--- src/rtl/result_frame_tx_pkg.sv ---
// Shared constants, state encodings and helpers for the result frame transmitter.
// No logic of its own; imported by result_frame_tx and tx_byte_handshake.
// RESULT_FRAME_CHECKSUM_EN adds the checksum fold helper.
package result_frame_tx_pkg;

    localparam logic [7:0] HEADER_BYTE_DEF = 8'hA5;
    localparam logic [7:0] CMD_BYTE_DEF    = 8'hCE;
    localparam logic [7:0] NO_RESULT       = 8'hFF;

    localparam int NUM_SCORES = 10;
    localparam int SCORE_W    = 32;
    localparam int SCORES_W   = NUM_SCORES * SCORE_W;

    localparam int FRAME_LEN_BASE = 42;
    localparam int FRAME_LEN_CSUM = 43;
    localparam int IDX_W          = 6;

    typedef enum logic [1:0] {
        FR_IDLE,
        FR_LOAD,
        FR_SEND
    } frame_state_t;

    typedef enum logic [1:0] {
        HS_IDLE,
        HS_ISSUE,
        HS_WAIT_HI,
        HS_WAIT_LO
    } hs_state_t;

`ifdef RESULT_FRAME_CHECKSUM_EN
    function automatic logic [7:0] xor_fold(input logic [SCORES_W-1:0] v);
        logic [7:0] acc;
        acc = '0;
        for (int i = 0; i < SCORES_W / 8; i++) begin
            acc = acc ^ v[8*i +: 8];
        end
        return acc;
    endfunction
`endif

endpackage

--- src/rtl/tx_byte_handshake.sv ---
// One-byte send handshake towards a UART transmitter: ISSUE, WAIT_HI, WAIT_LO.
// Latency: tx_send pulses the cycle after byte_req when tx_busy is low; byte_done pulses after busy falls.
// Backpressure: holds in ISSUE while tx_busy is high; no timeout on either busy edge.
module tx_byte_handshake
    import result_frame_tx_pkg::*;
(
    input  logic       clk,
    input  logic       rst_n,
    input  logic       byte_req_i,
    input  logic [7:0] byte_dat_i,
    input  logic       tx_busy_i,
    output logic [7:0] tx_data_o,
    output logic       tx_send_o,
    output logic       byte_done_o
);

    hs_state_t  state_q;
    logic [7:0] data_q;
    logic       send_q;
    logic       done_q;

    always_ff @(posedge clk or negedge rst_n) begin
        if (!rst_n) begin
            state_q <= HS_IDLE;
            data_q  <= '0;
            send_q  <= 1'b0;
            done_q  <= 1'b0;
        end else begin
            send_q <= 1'b0;
            done_q <= 1'b0;
            case (state_q)
                HS_IDLE: begin
                    if (byte_req_i) begin
                        data_q <= byte_dat_i;
                        if (!tx_busy_i) begin
                            send_q  <= 1'b1;
                            state_q <= HS_WAIT_HI;
                        end else begin
                            state_q <= HS_ISSUE;
                        end
                    end
                end
                HS_ISSUE: begin
                    if (!tx_busy_i) begin
                        send_q  <= 1'b1;
                        state_q <= HS_WAIT_HI;
                    end
                end
                HS_WAIT_HI: begin
                    if (tx_busy_i) begin
                        state_q <= HS_WAIT_LO;
                    end
                end
                HS_WAIT_LO: begin
                    if (!tx_busy_i) begin
                        done_q  <= 1'b1;
                        state_q <= HS_IDLE;
                    end
                end
                default: state_q <= HS_IDLE;
            endcase
        end
    end

    // data_q only changes on a new request, so it is stable for the whole byte
    assign tx_data_o   = data_q;
    assign tx_send_o   = send_q;
    assign byte_done_o = done_q;

endmodule

--- src/rtl/result_frame_tx.sv ---
// Sends a header/digit/score frame over a byte UART on host command or new inference result.
// Latency: first tx_send 2 cycles after the trigger cycle; triggers during a frame are dropped and flag overrun.
// Backpressure: per-byte tx_busy handshake, no timeout. RESULT_FRAME_CHECKSUM_EN appends an XOR checksum byte.
module result_frame_tx
    import result_frame_tx_pkg::*;
#(
    parameter logic [7:0] HEADER_BYTE = HEADER_BYTE_DEF,
    parameter logic [7:0] CMD_BYTE    = CMD_BYTE_DEF,
    parameter bit         AUTO_SEND   = 1'b1
) (
    input  logic                clk,
    input  logic                rst_n,
    input  logic [7:0]          rx_data,
    input  logic                rx_ready,
    input  logic                inference_done,
    input  logic [3:0]          predicted_digit,
    input  logic [SCORES_W-1:0] scores_flat,
    output logic [7:0]          tx_data,
    output logic                tx_send,
    input  logic                tx_busy,
    output logic                frame_busy,
    output logic                overrun
);

`ifdef RESULT_FRAME_CHECKSUM_EN
    localparam int FRAME_LEN = FRAME_LEN_CSUM;
`else
    localparam int FRAME_LEN = FRAME_LEN_BASE;
`endif
    localparam logic [IDX_W-1:0] LAST_IDX = IDX_W'(FRAME_LEN - 1);

    logic                inf_q;
    logic [3:0]          snap_digit_q;
    logic [SCORES_W-1:0] snap_scores_q;
    logic                result_valid_q;
    logic                fb_valid_q;
    logic [3:0]          fb_digit_q;
    logic [SCORES_W-1:0] fb_scores_q;
    frame_state_t        fstate_q;
    logic [IDX_W-1:0]    cnt_q;
    logic                frame_busy_q;
    logic                overrun_q;

    logic             result_evt;
    logic             trigger;
    logic             hs_done;
    logic             last_byte;
    logic             byte_req;
    logic [IDX_W-1:0] req_idx;
    logic [8:0]       score_off;
    logic [7:0]       digit_byte;
    logic [7:0]       req_byte;

    assign result_evt = inference_done & ~inf_q;
    assign trigger    = (rx_ready && (rx_data == CMD_BYTE)) || (AUTO_SEND && result_evt);
    assign last_byte  = (cnt_q == LAST_IDX);

    // Next byte is requested as soon as the previous one completes, so the index runs one ahead of cnt_q
    assign byte_req  = (fstate_q == FR_LOAD) || ((fstate_q == FR_SEND) && hs_done && !last_byte);
    assign req_idx   = (fstate_q == FR_LOAD) ? '0 : cnt_q + 1'b1;
    assign score_off = {req_idx - 6'd2, 3'b000};
    assign digit_byte = fb_valid_q ? {4'h0, fb_digit_q} : NO_RESULT;

    always_comb begin
        req_byte = '0;
        if (req_idx == '0) begin
            req_byte = HEADER_BYTE;
        end else if (req_idx == 6'd1) begin
            req_byte = digit_byte;
`ifdef RESULT_FRAME_CHECKSUM_EN
        end else if (req_idx == LAST_IDX) begin
            req_byte = digit_byte ^ xor_fold(fb_scores_q);
`endif
        end else begin
            req_byte = fb_scores_q[score_off +: 8];
        end
    end

    always_ff @(posedge clk or negedge rst_n) begin
        if (!rst_n) begin
            inf_q          <= 1'b0;
            snap_digit_q   <= '0;
            snap_scores_q  <= '0;
            result_valid_q <= 1'b0;
            fb_valid_q     <= 1'b0;
            fb_digit_q     <= '0;
            fb_scores_q    <= '0;
            fstate_q       <= FR_IDLE;
            cnt_q          <= '0;
            frame_busy_q   <= 1'b0;
            overrun_q      <= 1'b0;
        end else begin
            inf_q <= inference_done;
            if (result_evt) begin
                snap_digit_q   <= predicted_digit;
                snap_scores_q  <= scores_flat;
                result_valid_q <= 1'b1;
            end
            if (trigger && frame_busy_q) begin
                overrun_q <= 1'b1;
            end
            case (fstate_q)
                FR_IDLE: begin
                    cnt_q <= '0;
                    if (trigger) begin
                        fstate_q     <= FR_LOAD;
                        frame_busy_q <= 1'b1;
                        overrun_q    <= 1'b0;
                    end
                end
                FR_LOAD: begin
                    // Copy one cycle after the trigger so a same-cycle result is included
                    fb_valid_q  <= result_valid_q;
                    fb_digit_q  <= snap_digit_q;
                    fb_scores_q <= result_valid_q ? snap_scores_q : '0;
                    fstate_q    <= FR_SEND;
                end
                FR_SEND: begin
                    if (hs_done) begin
                        if (last_byte) begin
                            fstate_q     <= FR_IDLE;
                            frame_busy_q <= 1'b0;
                            cnt_q        <= '0;
                        end else begin
                            cnt_q <= cnt_q + 1'b1;
                        end
                    end
                end
                default: fstate_q <= FR_IDLE;
            endcase
        end
    end

    tx_byte_handshake u_hs (
        .clk         (clk),
        .rst_n       (rst_n),
        .byte_req_i  (byte_req),
        .byte_dat_i  (req_byte),
        .tx_busy_i   (tx_busy),
        .tx_data_o   (tx_data),
        .tx_send_o   (tx_send),
        .byte_done_o (hs_done)
    );

    assign frame_busy = frame_busy_q;
    assign overrun    = overrun_q;

endmodule

--- config.mk ---
export PLATFORM = sky130hd
export DESIGN_NAME = result_frame_tx
export DESIGN_NICKNAME = d
export VERILOG_FILES = /design/src/rtl/result_frame_tx_pkg.sv /design/src/rtl/tx_byte_handshake.sv /design/src/rtl/result_frame_tx.sv
export SDC_FILE = /design/constraint.sdc
export NUM_CORES = 1
export LEC_CHECK = 0
export ABC_AREA = 0
export BUFFER_PORTS_ARGS = -buffer_cell sky130_fd_sc_hd__buf_4
export CORE_ASPECT_RATIO = 0.9
export CORE_UTILIZATION = 30
export CTS_BUF_LIST = sky130_fd_sc_hd__clkbuf_2
export CTS_CLUSTER_SIZE = 14
export DETAILED_ROUTE_END_ITERATION = 6
export GPL_TIMING_DRIVEN = 0
export PLACE_DENSITY = 0.59
export SLEW_MARGIN = 20
export SYNTH_ARGS = -nofsm -noshare
export SYNTH_HDL_FRONTEND = slang
export SYNTH_SLANG_ARGS = --single-unit
export TNS_END_PERCENT = 30
--- constraint.sdc ---
create_clock -name clk -period 4.3 [get_ports clk]
set_input_delay 0 -clock clk [delete_from_list [all_inputs] [get_ports clk]]
set_output_delay 0 -clock clk [all_outputs]
set_load 0.005 [all_outputs]
==> results_tabular.tex <==
\begin{tabular}{lr}
\hline
Metric & Value \\
\hline
\multicolumn{2}{l}{\textbf{Power and ir drop}} \\
\quad Leakage Power & 0.0223 uW \\
\quad Power per unit of standard cell area & 449 mW/mm\^{}2 \\
\quad Max IR drop VDD & 0.000216 V \\
\multicolumn{2}{l}{\textbf{Route}} \\
\quad Final routed DRC violation total & 2 \\
\quad DR vias/cell & 4.99 \\
\quad Remaining antenna violation count & 0 \\
\quad Number of vias in the routed layout & 31.7k \\
\quad First-pass iteration count of the detailed router & 7 \\
\quad Wire length per cell after detailed routing & 20.9 um \\
\quad Detailed Route Iter0 Violations & 2850 \\
\quad Final wirelength & 133000 um \\
\multicolumn{2}{l}{\textbf{Layout}} \\
\quad Layout area overhead & 54.7\% \\
\quad Proportion of layout cells with a drive suffix above 1 & 14.5\% \\
\quad Final instance area & 0.0456 mm\^{}2 \\
\quad Nets@finish & 5315 \\
\quad Core occupancy in the finished layout & 47.1\% \\
\multicolumn{2}{l}{\textbf{Clock network}} \\
\quad Post-CTS Repair Setup Buffers & 0 \\
\quad Deepest level of the CTS H-tree & 4 \\
\quad Clock root buffer & sky130\_fd\_sc\_hd\_\_clkbuf\_2 \\
\quad Clock input transition at the sequential cells of the worst setup and hold paths & 100 ps \\
\quad Clock latency on the worst-skew pair & 1480 ps \\
\quad TritonCTS clock tree & done \\
\quad Cts bufs inserted & 174 \\
\quad Number of buffers on the longest clock path & 3 \\
\quad Clock sink count & 673 \\
\multicolumn{2}{l}{\textbf{Worst setup path}} \\
\quad Kind of capture point of the worst setup path & flop \\
\quad Number of buffers and inverters on the critical path & 8 \\
\quad Highest net fanout along the worst path & 19 \\
\quad CP peak stage delay & 530 ps \\
\quad Slowest library cell on the worst path & sky130\_fd\_sc\_hd\_\_dfrtp\_1 \\
\quad Arrival time at the worst endpoint & 5700 ps \\
\quad CP Launch Type & flop \\
\quad Most frequent CP cell & sky130\_fd\_sc\_hd\_\_buf\_4 \\
\quad Cell family with the largest share of critical-path delay & buffers and inverters \\
\quad Cell Chain, Critical Path & nand2b\_1 > buf\_4 > buf\_4 > buf\_4 > buf\_4 > buf\_6 > nand2\_1 > ha\_1 > clkbuf\_4 > buf\_4 > clkbuf\_4 > o221ai\_1 > o21ai\_1 > nand2\_1 > a31oi\_1 \\
\quad Critical Path RT & 5650 ps \\
\quad Category of the critical setup timing path & reg2reg \\
\multicolumn{2}{l}{\textbf{GRT}} \\
\quad Number of antenna violations at the first check in global routing & 9 \\
\quad Leftover overflow at the end of global routing & 0 \\
\quad Largest net degree at the start of global routing & 100 \\
\quad Number of global-route vias before repair & 32.8k \\
\quad Wire length of the first global-routing pass & 199000 um \\
\quad Total routing usage reported by global routing & 26.5\% \\
\multicolumn{2}{l}{\textbf{Timing}} \\
\quad Fmax & 0.230 GHz \\
\quad Max-slew headroom & 25.4\% \\
\quad Post-route minimum period & 4350 ps \\
\quad RSZ-0062 raised after global routing & false \\
\quad Final number of hold-violating endpoints & 0 \\
\quad Tightest hold margin & 192 ps \\
\quad Setup Skew & 148 ps \\
\quad Max-slew violations & 0 \\
\quad Final worst-path cycle share & 101\% \\
\quad Worst-case setup margin in the final layout & -52.3 ps \\
\quad Worst Tran Pin Value & 1120 ps \\
\quad Number of failing setup endpoints in the final timing report & 7 \\
\multicolumn{2}{l}{\textbf{Die}} \\
\quad Core outline area & 0.0969 mm\^{}2 \\
\quad Floorplan row count & 108 \\
\quad Total I/O pin count & 348 \\
\quad Die height & 299 um \\
\quad Chip width & 332 um \\
\quad Effective utilization at floorplan & 30.4\% \\
\quad Die outline area & 0.0996 mm\^{}2 \\
\multicolumn{2}{l}{\textbf{Synthesis}} \\
\quad Synthesized netlist cell count & 3432 \\
\quad Warning count from the yosys run & 0 \\
\quad Share of the yosys chip area belonging to registers & 57.1\% \\
\quad Share of the synthesized netlist area taken by xor and xnor gates & 0.174\% \\
\quad Netlist area before placement & 0.0295 mm\^{}2 \\
\quad Top cell type's share of synthesized area & 57.1\% \\
\quad Syn\_area\_per\_cell & 8.59 um\^{}2 \\
\quad Area fraction in compound gates after synthesis & 7.30\% \\
\quad Synth top area cells & sky130\_fd\_sc\_hd\_\_dfrtp\_1 57\%, sky130\_fd\_sc\_hd\_\_nand2\_1 21\%, sky130\_fd\_sc\_hd\_\_nand3\_1 5.4\% \\
\quad Number of synthesized flops with an enable pin & 0 \\
\quad Synth cell types & 73 \\
\quad Adder and majority cell fraction of the synthesized area & 0.297\% \\
\quad Post-Synth Simple-Gate Area & 28.8\% \\
\quad Most common cell in the synthesized netlist & sky130\_fd\_sc\_hd\_\_nand2\_1 \\
\quad Commonest cells post-synth & 1653 x sky130\_fd\_sc\_hd\_\_nand2\_1, 673 x sky130\_fd\_sc\_hd\_\_dfrtp\_1, 318 x sky130\_fd\_sc\_hd\_\_nand3\_1 \\
\quad Most used flip-flop cell after synthesis & sky130\_fd\_sc\_hd\_\_dfrtp\_1 \\
\quad Dominant combinational cell family by area after synthesis & simple AND/OR/NAND/NOR gates \\
\quad Nets in the synthesized netlist & 3776 \\
\quad Post-synth top area cell & sky130\_fd\_sc\_hd\_\_dfrtp\_1 \\
\quad Post-synth ARST share & 100\% \\
\quad Number of register bits inferred by synthesis & 673 \\
\quad Multiplexer fraction of the synthesized cell area & 2.72\% \\
\multicolumn{2}{l}{\textbf{Placed design}} \\
\quad Number of buffers inserted by port buffering & 347 \\
\quad Worst setup timing slack at the placement stage & -2140 ps \\
\quad Weighted congestion at the end of routability-driven global placement & 1.01 \\
\quad Total placed instance area & 0.0339 mm\^{}2 \\
\quad Final HPWL DP & 85200 um \\
\multicolumn{2}{l}{\textbf{Run status}} \\
\quad Violated checks & design-rule violations, negative setup slack \\
\quad Result of the run & complete, but fails checks \\
\multicolumn{2}{l}{\textbf{Min path}} \\
\quad Hold/Removal Path Class & in2reg \\
\multicolumn{2}{l}{\textbf{Flow run}} \\
\quad Max-capacitance violation count & 0 \\
\hline
\end{tabular}
-- per-layer routing --
layer / share of wire [%] / wire (um) / global-route usage (%)
met3: 7.7 / 10200 / 6.73
met1: 42 / 55500 / 33.6
met5: 0.0098 / 13 / 0
met4: 3.8 / 5060 / 11.4
met2: 47 / 62400 / 42.8
-- worst reg2reg max path, delay by kind of cell (launching register included) --
kind	cells	cell delay, ps
buffers and inverters	8	2260
AND/OR/NAND/NOR	3	490
adder cells (fa/ha/maj)	1	410
AO/OA/AOI/OAI	3	620
flip-flops	1	530
-- report_power, final --
group / internal (uW) / leakage, uW / switching (uW)
Clock: 1520 / 0.00110 / 2800
Sequential: 8000 / 0.00847 / 1390
Combinational: 2620 / 0.0127 / 4150
-- registers in the layout, indices dropped and copies added, names as in the netlist --
register,flops
inf_q,1
fb_valid_q,1
fb_scores_q,320
u_hs.tx_send_o,1
frame_busy,1
cnt_q,6
snap_digit_q,4
u_hs.tx_data_o,8
u_hs.byte_done_o,1
result_valid_q,1
fb_digit_q,4
fstate_q,2
u_hs.state_q,2
snap_scores_q,320
overrun,1
-- layout by cell type, fill, tap and decap left out, types with 5 or more instances in the layout --
master / n
sky130_fd_sc_hd__ha_1: 7
sky130_fd_sc_hd__a21o_1: 7
sky130_fd_sc_hd__o31ai_1: 10
sky130_fd_sc_hd__clkbuf_4: 6
sky130_fd_sc_hd__clkinv_1: 28
sky130_fd_sc_hd__nor3_1: 15
sky130_fd_sc_hd__or3_1: 19
sky130_fd_sc_hd__clkbuf_1: 152
sky130_fd_sc_hd__o2111ai_1: 7
sky130_fd_sc_hd__o21ai_0: 62
sky130_fd_sc_hd__a21oi_1: 48
sky130_fd_sc_hd__a22o_1: 14
sky130_fd_sc_hd__nor2b_1: 6
sky130_fd_sc_hd__clkbuf_2: 241
sky130_fd_sc_hd__mux2_2: 32
sky130_fd_sc_hd__buf_2: 44
sky130_fd_sc_hd__dfrtp_1: 672
sky130_fd_sc_hd__nand2b_1: 8
sky130_fd_sc_hd__o22ai_1: 24
sky130_fd_sc_hd__nor2_1: 47
sky130_fd_sc_hd__mux2i_1: 44
sky130_fd_sc_hd__a31oi_1: 10
sky130_fd_sc_hd__o2bb2ai_1: 16
sky130_fd_sc_hd__buf_1: 32
sky130_fd_sc_hd__clkinv_2: 7
sky130_fd_sc_hd__a211oi_1: 15
sky130_fd_sc_hd__o211ai_1: 7
sky130_fd_sc_hd__diode_2: 13
sky130_fd_sc_hd__nand2_1: 1653
sky130_fd_sc_hd__buf_16: 8
sky130_fd_sc_hd__dlygate4sd3_1: 1008
sky130_fd_sc_hd__and3_1: 5
sky130_fd_sc_hd__a221oi_1: 26
sky130_fd_sc_hd__nand3_1: 318
sky130_fd_sc_hd__o221ai_1: 14
sky130_fd_sc_hd__buf_4: 353
sky130_fd_sc_hd__inv_1: 17
-- what timing repair did --
item | CTS | global route
endpoints found under the hold margin | 1006 | 0
hold buffers | 1009 | 0
gates resized for setup | 33 | 13
setup endpoints to repair | 8 | 6
-- worst paths after layout --
kind	slack (ps)	from	to	depth (start not counted)
worst min-delay path	190	tx_busy	u_hs.tx_send_o$_DFF_PN0_	4
min in group asynchronous	230	rst_n	snap_scores_q[125]$_DFFE_PN0P_	5
worst min register to register	440	snap_scores_q[75]$_DFFE_PN0P_	fb_scores_q[75]$_DFFE_PN0P_	2
worst max-delay path	-50	fstate_q[0]$_DFFE_PN0P_	u_hs.tx_data_o[6]$_DFFE_PN0P_	15
worst max register to register	-50	fstate_q[0]$_DFFE_PN0P_	u_hs.tx_data_o[6]$_DFFE_PN0P_	15
max in group asynchronous	2330	rst_n	snap_scores_q[59]$_DFFE_PN0P_	8
-- metrics by stage --
step | instances | total power (uW) | setup TNS [ps]
2_1_floorplan | 3432 | 12300 | 0
3_3_place_gp | 5044 | 15000 | -3027720
3_5_place_dp | 5052 | 15200 | -14930
4_1_cts | 6345 | 20200 | 0
5_1_grt | 6356 | 21500 | 0
6_report | 6358 | 20500 | -243
-- cell families after synthesis --
logic type / Yosys count
xor gates and xnor gates: 5
AOI/OAI and AO/OA: 309
DFF: 673
and+or+nand+nor: 2097
muxes: 76
buffers and inverters: 265
adders and majority gates: 7
-- layout make-up --
class                      instances  area [um^2]
fill                            8963        51300
inverter                          18         67.6
multi-input combinational       2494        11700
timing repair buffer            1364        12900
clock buffer                     238         1190
tap                             1265         1580
antenna                           13         32.5
clock inverter                    47          243
buffer                           246         1050
sequential                       673        16800
Power figures use the tool's default switching activity.
